--- config.mk ---
export PLATFORM = sky130hd
export DESIGN_NAME = coco_mul_div_unit
export DESIGN_NICKNAME = d
export VERILOG_FILES = /design/src/rtl/coco_mul_div_unit.sv
export SDC_FILE = /design/constraint.sdc
export NUM_CORES = 1
export LEC_CHECK = 0
export BUFFER_PORTS_ARGS = -buffer_cell sky130_fd_sc_hd__clkbuf_2
export CAP_MARGIN = 20
export CORE_MARGIN = 4
export CORE_UTILIZATION = 50
export CTS_CLUSTER_SIZE = 10
export DETAILED_ROUTE_END_ITERATION = 8
export PLACE_DENSITY = 0.74
export SETUP_SLACK_MARGIN = 0.1
export SYNTH_ARGS = -nofsm -noshare
export SYNTH_HDL_FRONTEND = slang
export SYNTH_SLANG_ARGS = --single-unit
--- constraint.sdc ---
create_clock -name Clk -period 3.4 [get_ports Clk]
set_input_delay 0.51 -clock Clk [delete_from_list [all_inputs] [get_ports Clk]]
set_output_delay 0.51 -clock Clk [all_outputs]
set_load 0.005 [all_outputs]
--- src/rtl/coco_mul_div_unit.sv ---
// Iterative MULT/MULTU/DIV/DIVU unit with architectural HI/LO registers.
// 32 radix-2 iterations then one sign-fix/commit cycle; Busy is decoded from state.
module coco_mul_div_unit #(
  parameter int WIDTH = 32
) (
  input  logic             Clk,
  input  logic             Reset,
  input  logic             Start,
  input  logic [1:0]       Op,
  input  logic [WIDTH-1:0] RData1,
  input  logic [WIDTH-1:0] RData2,
  input  logic             HiWrite,
  input  logic             LoWrite,
  input  logic [WIDTH-1:0] MtData,
  output logic             Busy,
  output logic [WIDTH-1:0] Hi,
  output logic [WIDTH-1:0] Lo
);
  localparam int W2 = 2 * WIDTH;

  typedef enum logic [1:0] {IDLE, RUN, FIX} state_t;

  state_t            state;
  logic [4:0]        cnt;
  logic [1:0]        op_q;
  logic [WIDTH-1:0]  opnd;
  logic [W2-1:0]     acc;
  logic              sign_res;
  logic              sign_dvd;
  logic              div0;
  logic [WIDTH-1:0]  hi_q;
  logic [WIDTH-1:0]  lo_q;

  function automatic logic [WIDTH-1:0] neg_w(input logic [WIDTH-1:0] v);
    return (~v) + WIDTH'(1);
  endfunction

  function automatic logic [W2-1:0] neg_2w(input logic [W2-1:0] v);
    return (~v) + W2'(1);
  endfunction

  // Operand sign/magnitude; magnitude of the most negative value is 2^(WIDTH-1) unsigned.
  logic signed [WIDTH-1:0] a_s, b_s;
  logic                    a_neg, b_neg, b_zero;
  logic [WIDTH-1:0]        mag_a, mag_b;

  always_comb begin
    a_s    = signed'(RData1);
    b_s    = signed'(RData2);
    a_neg  = ~Op[0] & (a_s < 0);
    b_neg  = ~Op[0] & (b_s < 0);
    b_zero = (RData2 == '0);
    mag_a  = a_neg ? neg_w(RData1) : RData1;
    mag_b  = b_neg ? neg_w(RData2) : RData2;
  end

  // One iteration: multiply keeps the multiplier in acc low half and shifts the
  // partial product right; divide shifts the dividend out of the low half into
  // the remainder in the high half and shifts quotient bits in.
  logic [WIDTH:0]   mul_sum;
  logic [W2-1:0]    mul_next;
  logic [WIDTH:0]   div_trial;
  logic             div_ok;
  logic [W2-1:0]    div_next;

  always_comb begin
    mul_sum   = {1'b0, acc[W2-1:WIDTH]} + {1'b0, (acc[0] ? opnd : '0)};
    mul_next  = {mul_sum, acc[WIDTH-1:1]};
    div_ok    = acc[W2-1:WIDTH-1] >= {1'b0, opnd};
    div_trial = acc[W2-1:WIDTH-1] - {1'b0, opnd};
    div_next  = div_ok ? {div_trial[WIDTH-1:0], acc[WIDTH-2:0], 1'b1}
                       : {acc[W2-2:0], 1'b0};
  end

  logic [W2-1:0]    prod_fix;
  logic [WIDTH-1:0] quo_fix, rem_fix;

  always_comb begin
    prod_fix = sign_res ? neg_2w(acc) : acc;
    quo_fix  = div0 ? '1 : (sign_res ? neg_w(acc[WIDTH-1:0]) : acc[WIDTH-1:0]);
    rem_fix  = sign_dvd ? neg_w(acc[W2-1:WIDTH]) : acc[W2-1:WIDTH];
  end

  always_ff @(posedge Clk or negedge Reset) begin
    if (!Reset) begin
      state    <= IDLE;
      cnt      <= '0;
      op_q     <= '0;
      opnd     <= '0;
      acc      <= '0;
      sign_res <= 1'b0;
      sign_dvd <= 1'b0;
      div0     <= 1'b0;
      hi_q     <= '0;
      lo_q     <= '0;
    end else begin
      case (state)
        IDLE: begin
          if (HiWrite) hi_q <= MtData;
          if (LoWrite) lo_q <= MtData;
          if (Start) begin
            state    <= RUN;
            cnt      <= '0;
            op_q     <= Op;
            opnd     <= Op[1] ? mag_b : mag_a;
            acc      <= {{WIDTH{1'b0}}, (Op[1] ? mag_a : mag_b)};
            sign_res <= (a_neg ^ b_neg) & ~b_zero;
            sign_dvd <= a_neg;
            div0     <= Op[1] & b_zero;
          end
        end
        RUN: begin
          acc <= op_q[1] ? div_next : mul_next;
          cnt <= cnt + 5'd1;
          if (cnt == 5'(WIDTH - 1)) state <= FIX;
        end
        FIX: begin
          if (op_q[1]) begin
            hi_q <= rem_fix;
            lo_q <= quo_fix;
          end else begin
            hi_q <= prod_fix[W2-1:WIDTH];
            lo_q <= prod_fix[WIDTH-1:0];
          end
          state <= IDLE;
        end
        default: state <= IDLE;
      endcase
    end
  end

  assign Busy = (state != IDLE);
  assign Hi   = hi_q;
  assign Lo   = lo_q;

endmodule

======== Word level (Yosys, flattened, before mapping) ========
Index checks and enable logic that the tools add are counted.
word-level totals
  bits in read-only memories .............. 0
  word-level logic and storage cells ...... 74
  output and inout port bits .............. 65
  bits in registers ....................... 172
  memories kept ........................... 0
  latch bits .............................. 0
  bits in writable memories ............... 0
  input port bits ......................... 103
operators by class
  magnitude comparators ................... 3
  shift-type cells ........................ 0
  equality and inequality tests ........... 7
  reductions and logical operators ........ 10
  divide/modulo/power cells ............... 0
  multiply operators ...................... 0
  add/subtract/negate cells ............... 8
  bitwise gates (word level) .............. 12
  multiplexer cells ....................... 24
operators with widths
  cell                                                 count
  2-to-1 mux 32 bit                                    12
  2-to-1 mux 64 bit                                    4
  adder 32 x 1 -> 32 bit, second input constant        4
  inverter 32 bit                                      4
  one-hot mux 32 bit (2 select lines)                  2
  one-hot mux 64 bit (2 select lines)                  1
  adder 64 x 1 -> 64 bit, second input constant        1
  < comparator 32 x 1 -> 1 bit, second input constant  2
  inverter 64 bit                                      1
  adder 32 x 32 -> 33 bit                              1
  >= comparator 33 x 32 -> 1 bit                       1
  logical NOT 32 bit                                   1
  subtractor 32 bit                                    1
  one-hot mux 5 bit (2 select lines)                   1
  AND reduction 2 bit                                  5
  != test 2 bit, second input constant                 4
  nonzero test 2 bit                                   3
  adder 5 x 1 -> 5 bit, second input constant          1
  equality test 5 bit, second input constant           1
  2-to-1 mux 5 bit                                     1
  bitwise AND 1 bit                                    4
  2-to-1 mux 2 bit                                     2
  one-hot mux 2 bit (2 select lines)                   1
  equality test 2 x 1 -> 1 bit, second input constant  1
  4 further kinds                                      5

======== Longest topological paths before layout ========
  word-level depth ........................ 6
  gate-level depth with buffers ........... 15

======== Least setup slack after synthesis ========
Ideal clock, no wire load.
  path kind ............................... register -> register
  start ................................... register acc[0]
  end ..................................... register acc[61]
  buffers on the path ..................... 1
  stages on the path, launching flop included .. 15
  arrival time ............................ 3.291 ns
  clock period less this slack ............ 3.417 ns
  slack ................................... -0.017 ns
  cells stage by stage .................... dfrtp_1 inv_1 clkbuf_1 nor2_1 ha_1 nor2b_1 o211a_1 o21ai_0 o32a_1 o21a_1 o21ai_0 a41oi_1 o21ai_0 xor2_1 a221o_1
between the ends
  word-level cells in the longest chain between the ends .. 4
ends and longest elaborated chain
  item                                 RTL line  text
  start, declared                      27        logic [W2-1:0] acc;
  start signal, assigned               106       acc <= {{WIDTH{1'b0}}, (Op[1] ? mag_a : mag_b)};
  start signal, assigned               113       acc <= op_q[1] ? div_next : mul_next;
  2-to-1 mux 32 bit                    67        mul_sum = {1'b0, acc[W2-1:WIDTH]} + {1'b0, (acc[0] ? opnd : '0)};
  adder 32 x 32 -> 33 bit              67
  2-to-1 mux 64 bit                    113
  one-hot mux 64 bit (2 select lines)  97        case (state)
Every way passes these cells.
A chain may end at the register's enable or synchronous reset.

======== Worst setup path after layout ========
Ends and elaborated chain as after synthesis.

==> metrics.yaml <==
status:
  run_status: "finished, final reports clean"
route:
  met3_wire_length_um: 4340
  drcViolationCount: 0
  drt_wl_total_um: 52400
  avgRoutedWirePerCell_um: 21.0
  top_routing_layer_in_use: "met4"
  vias_per_cell: 6.21
  wl_met2_um: 23000
  detail_route.iter0.violations: 1493
  route.layer.met1.wl_um: 22200
  antenna_left: 0
  vias: 15469
  dr.pass1.iters: 6
timing:
  count_of_final_setup_violators: 0
  post-route-period-util_pct: 95.2
  slew_violations: 0
  final.min_clock_period_ps: 3240
  slew-limit-headroom_pct: 37.1
  timing_hold_violations_final: 0
  post-route-worst-setup-slack_ps: 164
  finalSetupTns_ps: 0
  max_freq_mhz: 309
  tightest_slew_ps: 943
  fin_worst_skew_ps: 11.8
  rsz0062_at_grt: "yes"
critical_path:
  path_max_fanout: 3
  critical-path-top-cell-by-count: "o21ai_2"
  timing_worst_setup_path_type: "reg -> reg"
  critical_path.startpoint: "acc[0]"
  regToRegStartpoint: "acc[0]"
  critPathArrivalTime_ps: 3560
  cpMaxStageDelayCell: "dfrtp_1"
  crit_path_end_kind: "flop"
  cp_slowest_stage_delay_ps: 390
  crit_path_start_kind: "flop"
  worstPathRequired_ps: 3730
  path_cells: "and2_1 > ha_2 > inv_2 > fa_2 > nor2b_2 > o211a_1 > o21ai_2 > o32a_1 > o21a_1 > o21ai_4 > a41oi_2 > o21ai_2 > xor2_1 > a221o_1"
layout:
  design.final.nets: 2270
  final_common_cell: "nand2_1"
  area.growth.synth_to_final_pct: 18.0
  mostFrequentLayoutCells: "nand2_1, o21ai_0, nor2_1"
  postLayoutCoreUtil_pct: 60.2
  post_layout_nonfiller_instances: 2492
  layout-drive-gt1-share_pct: 18.5
grt:
  gr-total-overflow: 0
  vias_in_the_first_global_route: 14509
  grt_use_total_pct: 31.0
  pin_count_of_the_biggest_net_entering_global_routing: 59
  grt_antenna_before_repair: 0
  wire_length_of_the_first_global_routing_pass_um: 80600
logic_synthesis:
  synth_seq_area_share_pct: 29.1
  syn_inst: 1917
  synth-edff-count: 0
  yosys_most_used_dff: "dfrtp_1"
  synth-seq-cells: 171
  count_of_synthesis_stage_warnings_from_yosys: 0
  postSynthAreaPerCell_um2: 7.67
  ys_types: 74
  syn_nets: 2092
  mappedNetlistArea_um2: 14700
  synth-async-reset-ratio_pct: 100
min_path:
  hold_start: "MtData[30]"
  worst_hold_path_type: "in -> reg"
die:
  floorplan.initialDensity_pct: 51.0
  chipHeight_um: 180
  ios: 168
  core_area_um2: 28900
  die_width_um: 180
  die_area_um2: 32200
  num_rows: 62
clock_tree:
  insertion_delay_ps: 450
  cts.sink_count: 171
  tritoncts.num_buffers: 17
  h-tree-depth: 4
  cts_root_buf: "clkbuf_16"
  clkTransAtPathRegs_ps: 80
  clk_path_buf_depth: 2
  tritoncts_clock_tree: "done"
placement:
  gp_congestion: 1.04
  dp_cells: 2449
  io_buffer_count: 167
  place_worst_setup_slack_ps: -127
  hpwl_um: 40700
pwr:
  p_leak_uw: 0.00764
  worst_ir_drop_vdd_mv: 0.609
  power_per_cell_area_nw_per_um2: 1130
run:
  number_of_max_capacitance_violations_reported: 0
## logic make-up (layout without fill, tap and decap cells)
kind of cell	Yosys count	in the layout	share of synthesized area (%)
AO/OA/AOI/OAI	683	683	28.5
XOR/XNOR	175	175	10.4
adder cells (fa/ha/maj)	72	72	6.23
buffers and inverters	190	380	4.96
flip-flops	171	171	29.1
multiplexers	37	37	2.53
other	0	1	0
AND/OR/NAND/NOR	589	589	18.3
## metrics by stage
stage	cell area (um^2)	total power, uW	hold slack, ps
global route	17400	21100	356
finish	17400	19600	354
detailed placement	16500	16900	442
CTS	17100	19000	339
global placement	16500	16700	446
floorplan	14700	12600	214
## routing by layer
metal | vias to the layer above | track usage [%]
met4 | 0 | 14.8
met3 | 117 | 5.23
met5 | - | 0
li1 | 7278 | -
met1 | 7344 | 42.6
met2 | 730 | 47.6
## what timing repair did
| item | CTS | global route |
|---|---|---|
| endpoints found under the setup margin | 20 | 54 |
| pin swaps | 6 | 20 |
| hold buffers | 1 | 0 |
| hold endpoints to repair | 35 | 0 |
| buffers inserted | 5 | 5 |
| gates resized for setup | 12 | 54 |
## critical path: cells and delay by family (launching register included)
kind                       cells  cell delay (ps)
DFF                            1              390
AOI/OAI and AO/OA              8             1760
adders and majority gates      2              540
and+or+nand+nor                2              290
xor gates and xnor gates       1               90
buffers and inverters          1               40
## worst paths after layout
kind | end | slack (ps) | cells past startpoint
max in group asynchronous | acc[37] | 2080 | 3
setup reg to reg | acc[61] | 160 | 14
setup / recovery | acc[61] | 160 | 14
hold / removal | Hi[30] | 350 | 3
hold reg to reg | Lo[8] | 480 | 2
min in group asynchronous | Hi[9] | 540 | 2
## cell type report
class / instances / area [um^2]
timing repair buffer: 290 / 1840
sequential: 171 / 4290
antenna: 1 / 2.50
multi-input combinational: 1556 / 9950
inverter: 59 / 221
fill: 2725 / 11500
clock buffer: 19 / 453
clock inverter: 12 / 130
tap: 384 / 480
## sequential cells by signal (all words and copies together) (netlist names)
| register | flops |
|---|---|
| opnd | 32 |
| state | 2 |
| sign_res | 1 |
| sign_dvd | 1 |
| op_q | 1 |
| Hi | 32 |
| acc | 64 |
| cnt | 5 |
| Lo | 32 |
| div0 | 1 |
## power breakdown
group	internal, uW	switching [uW]
sequential	3060	996
combinational	5740	7810
clock	1060	938
## cell usage after synthesis, types with 5 or more instances
cell type | number | area, um^2
a211oi_1 | 33 | 248
a21o_1 | 35 | 263
a21oi_1 | 165 | 826
a221oi_1 | 5 | 43.8
a22oi_1 | 21 | 158
a311oi_1 | 5 | 43.8
a31oi_1 | 28 | 175
and2_1 | 9 | 56.3
and3_1 | 8 | 50.1
buf_1 | 14 | 52.6
clkbuf_1 | 111 | 417
dfrtp_1 | 171 | 4280
ha_1 | 70 | 876
inv_1 | 59 | 221
mux2i_1 | 36 | 360
nand2_1 | 208 | 781
nand2b_1 | 21 | 131
nand3_1 | 19 | 95.1
nand4_1 | 14 | 87.6
nor2_1 | 194 | 728
nor2b_1 | 15 | 93.8
nor3_1 | 24 | 120
nor4_1 | 16 | 100
o211ai_1 | 34 | 255
o21a_1 | 12 | 90.1
o21ai_0 | 205 | 1030
o21ai_1 | 12 | 60.1
o21bai_1 | 11 | 82.6
o22ai_1 | 38 | 238
o31ai_1 | 28 | 210
o41ai_1 | 12 | 105
or2_2 | 7 | 43.8
or3_1 | 21 | 131
or4_1 | 14 | 105
xnor2_1 | 103 | 902
xor2_1 | 72 | 631
Power figures use the tool's default switching activity.
